`src/rtl/mem_port_arbiter.sv`:
```
// Two-master round-robin arbiter in front of a single acked slave bus.
// One transfer in flight at a time; a transfer that is never acked is aborted with an error.
module mem_port_arbiter #(
   parameter int AW      = 32,
   parameter int DW      = 32,
   parameter int TIMEOUT = 15
) (
   input  logic          clk,
   input  logic          reset_n,
   input  logic          m0_strobe,
   input  logic          m0_rw,
   input  logic [AW-1:0] m0_addr,
   input  logic [DW-1:0] m0_wdata,
   output logic [DW-1:0] m0_rdata,
   output logic          m0_ack,
   output logic          m0_err,
   input  logic          m1_strobe,
   input  logic          m1_rw,
   input  logic [AW-1:0] m1_addr,
   input  logic [DW-1:0] m1_wdata,
   output logic [DW-1:0] m1_rdata,
   output logic          m1_ack,
   output logic          m1_err,
   output logic          s_strobe,
   output logic          s_rw,
   output logic [AW-1:0] s_addr,
   output logic [DW-1:0] s_wdata,
   input  logic [DW-1:0] s_rdata,
   input  logic          s_ack,
   output logic [1:0]    grant
);

   typedef enum logic [1:0] {IDLE, BUSY, DONE} state_t;

   localparam logic [7:0] CNT_LAST = 8'(TIMEOUT - 1);

   state_t     state;
   logic       last_m1;
   logic [7:0] cnt;
   logic       pick_m1;

   // m1 wins when it is the only requester, or on a tie when m0 owned the bus last.
   assign pick_m1 = m1_strobe & (~m0_strobe | ~last_m1);

   always_ff @(posedge clk or negedge reset_n) begin
      if (!reset_n) begin
         state    <= IDLE;
         last_m1  <= 1'b1;
         cnt      <= '0;
         grant    <= 2'b00;
         s_strobe <= 1'b0;
         s_rw     <= 1'b0;
         s_addr   <= '0;
         s_wdata  <= '0;
         m0_rdata <= '0;
         m0_ack   <= 1'b0;
         m0_err   <= 1'b0;
         m1_rdata <= '0;
         m1_ack   <= 1'b0;
         m1_err   <= 1'b0;
      end else begin
         case (state)
            IDLE: begin
               if (m0_strobe || m1_strobe) begin
                  s_rw     <= pick_m1 ? m1_rw    : m0_rw;
                  s_addr   <= pick_m1 ? m1_addr  : m0_addr;
                  s_wdata  <= pick_m1 ? m1_wdata : m0_wdata;
                  s_strobe <= 1'b1;
                  grant    <= pick_m1 ? 2'b10 : 2'b01;
                  last_m1  <= pick_m1;
                  cnt      <= '0;
                  state    <= BUSY;
               end
            end
            BUSY: begin
               // An ack arriving on the expiry cycle is a normal completion.
               if (s_ack) begin
                  s_strobe <= 1'b0;
                  state    <= DONE;
                  if (grant[1]) begin
                     if (!s_rw) m1_rdata <= s_rdata;
                     m1_ack <= m1_strobe;
                  end else begin
                     if (!s_rw) m0_rdata <= s_rdata;
                     m0_ack <= m0_strobe;
                  end
               end else if (cnt == CNT_LAST) begin
                  s_strobe <= 1'b0;
                  state    <= DONE;
                  if (grant[1]) begin
                     m1_rdata <= '0;
                     m1_ack   <= m1_strobe;
                     m1_err   <= m1_strobe;
                  end else begin
                     m0_rdata <= '0;
                     m0_ack   <= m0_strobe;
                     m0_err   <= m0_strobe;
                  end
               end else begin
                  cnt <= cnt + 8'd1;
               end
            end
            DONE: begin
               m0_ack <= 1'b0;
               m0_err <= 1'b0;
               m1_ack <= 1'b0;
               m1_err <= 1'b0;
               grant  <= 2'b00;
               state  <= IDLE;
            end
            default: state <= IDLE;
         endcase
      end
   end

endmodule

```
`config.mk`:
```
export PLATFORM = sky130hd
export DESIGN_NAME = mem_port_arbiter
export DESIGN_NICKNAME = d
export VERILOG_FILES = /design/src/rtl/mem_port_arbiter.sv
export SDC_FILE = /design/constraint.sdc
export NUM_CORES = 1
export LEC_CHECK = 0
export ABC_CLOCK_PERIOD_IN_PS = 3800
export BUFFER_PORTS_ARGS = -buffer_cell sky130_fd_sc_hd__buf_4
export CAP_MARGIN = 20
export CORE_AREA = 2 2 117 119
export DETAILED_ROUTE_END_ITERATION = 10
export DIE_AREA = 0 0 119 121
export HOLD_SLACK_MARGIN = 0.02
export PLACE_DENSITY = 0.85
export SYNTH_ARGS = -nofsm -noshare
export SYNTH_HDL_FRONTEND = slang
export SYNTH_SLANG_ARGS = --single-unit
```
`constraint.sdc`:
```
create_clock -name clk -period 3.8 [get_ports clk]
set_input_delay 0.76 -clock clk [delete_from_list [all_inputs] [get_ports clk]]
set_output_delay 0.76 -clock clk [all_outputs]
set_load 0.03 [all_outputs]
```
==> results of run 1 <==
## power by group through the flow
stage	sequential [mW]	combinational, mW	clock (mW)
floorplan	4.00	1.11	0
global placement	2.73	3.96	0
detailed placement	2.75	4.05	0
CTS	2.73	4.06	1.70
global route	2.82	4.33	1.77
finish	2.73	4.04	1.68
## final cells by class
cell class                      count  share of cell area, %
Timing Repair Buffer              313                   24.7
Clock inverter                     15                   1.67
Multi-Input combinational cell    474                   28.1
Inverter                           10                  0.392
Tap cell                          176                   2.30
Sequential cell                   147                   38.4
Clock buffer                       17                   4.44
## per-layer routing
layer	global-route usage, %	share of wire (%)	vias to the layer above
met5	0	0	-
met4	11.7	2.6	0
met3	9.07	8.2	29
met2	47.8	51	286
met1	32.4	38	2871
li1	-	-	2890
## worst reg2reg max path, stage by stage (launching register included)
cell and delay [ps]:
dfrtp_1 400, inv_1 90, ha_1 590, nand2_1 260, or3_1 840, nand2_1 320, o21ai_1 90
## layout by cell type, fill, tap and decap left out, drive strengths merged, types with 2 or more instances in the layout
master / instances
ha: 5
a211o: 2
nand2: 200
mux2i: 64
nor3b: 4
a31oi: 3
inv: 21
clkinvlp: 2
o2bb2ai: 2
clkbuf: 17
buf: 313
dfrtp: 146
nand3: 7
nand2b: 2
nor2b: 4
a21oi: 4
nor4: 3
and3b: 2
a222oi: 3
o211ai: 5
or4: 2
o22ai: 2
o21ai: 135
nor2: 5
## flip-flops by register name, indices dropped and copies added (netlist names)
name and cells:
s_wdata 32, grant 2, s_addr 32, m1_err 1, s_rw 1, m1_ack 1, s_strobe 1, last_m1 1
m0_rdata 32, cnt 8, m0_err 1, state 2, m1_rdata 32, m0_ack 1
## cell usage after synthesis (2+ instances only)
library cell  count
nand2_1         200
nor3b_2           2
o21ai_1           3
o22ai_1           2
buf_6             2
or4_1             2
a21oi_1           4
nor3b_1           2
o211ai_1          5
buf_2             7
mux2i_1          64
nand3_1           7
clkbuf_1         30
a31oi_1           3
nand2b_1          2
nor4_1            2
ha_1              5
inv_1            10
nor2b_1           4
a222oi_1          3
o21ai_0         132
nor2_1            5
buf_1             5
a211o_1           2
dfrtp_1         146
o2bb2ai_1         2
## kinds of logic after synthesis
family | after synthesis | share of synthesized area, %
buf+inv | 55 | 3.53
simple gates | 238 | 15.6
fa+ha+maj | 5 | 0.953
compound gates | 166 | 13.9
mux | 65 | 9.93
flops | 147 | 56.1
## final timing paths
path                       slack [ps]      endpoint  cells past startpoint  startpoint
min reg2reg                       480    s_addr[28]                      2  s_addr[28]
min                               360   m1_rdata[3]                      1     reset_n
max                              1100  m0_rdata[12]                      6    state[1]
max reg2reg                      1100  m0_rdata[12]                      6    state[1]
max in group asynchronous        2570  m1_rdata[22]                      2     reset_n
min in group clk                  480    s_addr[28]                      2  s_addr[28]
## metrics by stage
stage / hold WS [ps] / power, mW
final: 363 / 8.45
after detailed placement: 471 / 6.80
after global routing: 420 / 8.92
after CTS: 403 / 8.49
after floorplan: 464 / 5.11
after global placement: 463 / 6.68
==> metrics, run 1 <==
number of search-and-repair iterations in the first detailed-routing pass 5; number of buffer cells added on primary ports just over 300; number of buffers and inverters on the critical path 1; yosys synthesis warning count 0; Worst path most repeated cell nand2_1; later-pin clock latency in the skew report roughly 430 ps; cells resized by post-CTS repair 0; sequential share of the synthesized area a little under three fifths; PwrDens a little under 900 nW/µm²; critical path peak fanout 32; Setup WS post-layout 1100 ps; proportion of synthesized flip-flops having asynchronous set or reset 100%; Avg Cell Area, Syn 9.71 µm²; number of global-route vias before repair 5963; number of design rule violations left after detail routing 0; antenna violations before repair 0; final period utilization 71.0%; Die Area 14400 µm²; slew at the pin closest to its max-slew limit roughly 1200 ps; final setup violation count 0; routability congestion estimate from global placement between 0.8 and 0.9; Finished Layout Cells 1152; drt total wl about 20 mm; CP max stage delay 840 ps; kind of capture point of the worst setup path flop; Final Hold Viols 0; detailed-route wire length per cell around 17 µm; wire length of the first global-routing pass about 31 mm; fraction of power consumed by combinational cells a little under half; share of final-layout standard cells stronger than drive strength 1 36.5%; hold-fix buffers at CTS 0; fraction of power spent switching nets between 40% and 50%; Placed Cells incl. Taps between 1000 and 1500; initial drt markers about 400; clock sinks between 100 and 150; part of the power in registers 32.3%; clock input transition at the sequential cells of the worst setup and hold paths around 70 ps; global route total overflow 0; Seq cells post-synth approximately 150; Final Util roughly three quarters; effective utilization at floorplan between 50% and 60%; # rows 42; clk buf depth 2; clock tree from TritonCTS built; Die H approximately 120 µm; startpoint-to-endpoint class of the critical path reg -> reg; number of synthesized flops with an enable pin 0; Final Max Tran Viols 0; Max-cap violations 0; TritonCTS buffer count 17; worst slew margin relative to its limit between 20% and 30%; area of the mapped netlist 6560 µm²; Total Nets Final around 1100; type of the most critical hold path in -> async; Worst Setup Slack post-DPL approximately 1200 ps; top flip-flop cell by instance count after synthesis dfrtp_1; critical path launch point type flop; Synth Net Count 848; worst-case vdd ir drop approximately 500 µV; fraction of post-synthesis cell area in the top cell type by area 55.7%; H-Tree Depth 4; postcts setup bufs 0; biggest area contributors in the synthesized netlist dfrtp_1, nand2_1, o21ai_0, mux2i_1, clkbuf_1; Filler cells 947; flip-flop and latch area 3680 µm²; run status completed; CTS root buffer clkbuf_16; switching power summed over all nets 3.80 mW; series of cell instances along the critical path inv_1 > ha_1 > nand2_1 > or3_1 > nand2_1 > o21ai_1; data required time at the worst endpoint 4100 ps; CP max stage cell or3_1; number of top-level design ports 303; drt via density 5.27; final instance area 9580 µm²; final clock skew just over 8 ps; multi-input gate area in the final layout around 2700 µm²; internal power component 4.65 mW; half-perimeter wire length of the detailed placement result around 15 mm; cell type group with the largest total delay on the critical path simple AND/OR/NAND/NOR gates; area of the core approximately 13000 µm²; Leakage Power approximately 4.8 nW; placed cell area roughly 9000 µm²; total number of vias 6076; arrival time at the worst endpoint ~3000 ps; Overall Global Routing Usage roughly 28%; horizontal extent of the die ~120 µm; residual antenna-violating net count after detailed routing 0; antenna diode count 0; dominant cell type by area after synthesis dfrtp_1; layout overhead on the synthesized area 45.9%; total negative slack for setup checks 0 ps; setup repair after global routing missed its margin no; Clock Power Share slightly below 20%; distinct cell type count of the synthesized netlist between 50 and 60; timing-limited maximum frequency 371 MHz; post-synthesis cell count about 680; final period demand of the worst path 2700 ps; pin count of the biggest net entering global routing 83
(Power assumes the default switching activity.)
==> inputs of run 2 (changes only) <==
- ABC_CLOCK_PERIOD_IN_PS: 3800 -> 2600
- CORE_AREA: 2 2 117 119 -> not set
- CORE_UTILIZATION: not set -> 47
- DIE_AREA: 0 0 119 121 -> not set
- PLACE_DENSITY: 0.85 -> 0.8
- clock period: 3.8 -> 2.6 ns (I/O delays scaled with it)
==> run 2 against run 1 <==
Core utilization decreased by 1.3 points. Combinational power up 48%. Non-clock buffer count increased by 2. Clock power up 51%. Critical path type unchanged.
==> metrics, run 2 (synthesis results as in run 1) <==
run status completed; Final Max Tran Viols 0; effective utilization at floorplan 48.8%; number of design rule violations left after detail routing 0; worst slew margin relative to its limit between 50% and 60%; Overall Global Routing Usage 27.5%; Leakage Power 4.80 nW; horizontal extent of the die 120 µm; half-perimeter wire length of the detailed placement result ~14 mm; top library cells by usage in the layout, fill and taps aside buf_4, nand2_1, dfrtp_1; data required time at the worst endpoint between 2000 and 3000 ps; kind of capture point of the worst setup path flop; drt via density between 5 and 6; final clock skew roughly 10 ps; H-Tree Depth 4; cells resized by post-CTS repair 0; CP max stage delay ~500 ps; type of the most critical hold path in -> async; drt total wl roughly 19 mm; capturing element of the worst setup path m0_err; final setup violation count 0; layout overhead on the synthesized area 47.3%; critical path launch point type flop; final period utilization around four fifths; pin count of the biggest net entering global routing roughly 120; initial drt markers 407; most common library cell in the layout ignoring fill and taps buf_4; Max-cap violations 0; timing-limited maximum frequency 469 MHz; share of final-layout standard cells stronger than drive strength 1 between 30% and 40%; area of the core between 10000 and 15000 µm²; global route total overflow 0; detailed-route wire length per cell around 17 µm; cell type group with the largest total delay on the critical path simple AND/OR/NAND/NOR gates; setup repair after global routing missed its margin no; Worst R2R End m0_err; TritonCTS buffer count 17; startpoint-to-endpoint class of the critical path reg -> reg; hold-fix buffers at CTS 0; CP max stage cell or4b_4; number of search-and-repair iterations in the first detailed-routing pass 4; number of buffer cells added on primary ports approximately 300; critical path peak fanout 6; clock tree from TritonCTS built; worst-case vdd ir drop 629 µV; total negative slack for setup checks 0 ps; Worst Setup Slack post-DPL 511 ps; arrival time at the worst endpoint between 2000 and 2500 ps; PwrDens between 1000 and 1500 nW/µm²; Finished Layout Cells ~1200; clock input transition at the sequential cells of the worst setup and hold paths 60 ps; Total Nets Final 1137; slew at the pin closest to its max-slew limit around 630 ps; minimum hold slack around 93 ps; Final Hold Viols 0; Reg2Reg Setup Slack between 400 and 500 ps; total number of vias approximately 6100; number of top-level design ports approximately 300; Placed Cells incl. Taps between 1000 and 1500; # rows 42; Final Util a little under three quarters; Die H between 100 and 150 µm; postcts setup bufs 0; clk buf depth 2; cell count of the worst reg-to-reg path 6; residual antenna-violating net count after detailed routing 0; Die Area approximately 14000 µm²; later-pin clock latency in the skew report ~420 ps; wire length of the first global-routing pass about 30 mm; antenna violations before repair 1; number of buffers and inverters on the critical path 1; routability congestion estimate from global placement 0.892; number of global-route vias before repair slightly below 6000; CP Depth 6; launch point of the worst path cnt[0]; clock sinks 147; final period demand of the worst path roughly 2100 ps; CTS root buffer clkbuf_16; Setup WS post-layout ~470 ps; reg-to-reg critical path startpoint cnt[0]; series of cell instances along the critical path inv_1 > ha_1 > or4b_4 > nor4_1 > mux2i_1 > o22ai_1
[run 2: power breakdown]
part / switching [mW] / leakage, nW / internal (mW) / total (mW)
Combinational: 3.82 / 2.66 / 2.14 / 5.96
Sequential: 0.650 / 1.84 / 3.33 / 3.98
Clock: 0.970 / 0.297 / 1.57 / 2.54
Total: 5.44 / 4.80 / 7.04 / 12.5
[run 2: cell type report]
type                            count  area, µm²
Clock inverter                     13        170
Timing Repair Buffer              315       2420
Antenna cell                        1       2.50
Fill cell                        1016       3780
Clock buffer                       19        453
Tap cell                          176        220
Inverter                           10       37.5
Multi-Input combinational cell    474       2690
Sequential cell                   147       3680
[run 2: per-layer routing]
layer	GRT usage [%]	vias up	share of wire, %
met5	0	-	0
met4	12.9	0	3.2
met3	7.22	39	8.3
met2	44.9	286	50
met1	34.0	2862	39
li1	-	2895	-
[run 2: worst min path at each step]
| stage | start | to | slack (ps) | depth (start not counted) |
|---|---|---|---|---|
| final | reset_n | m1_rdata[1] | 90 | 1 |
| after global routing | reset_n | m1_rdata[4] | 140 | 1 |
| after CTS | reset_n | m1_rdata[30] | 120 | 1 |
| after detailed placement | s_addr[29] | s_addr[29] | 470 | 2 |
| after global placement | s_wdata[16] | s_wdata[16] | 460 | 2 |
| after floorplan | reset_n | cnt[0] | 220 | 0 |
[run 2: per-stage QoR]
step	power (mW)	instance area, µm²
detailed placement	9.98	9040
finish	12.5	9670
global route	13.2	9670
floorplan	7.47	6560
global placement	9.83	9040
CTS	12.6	9670
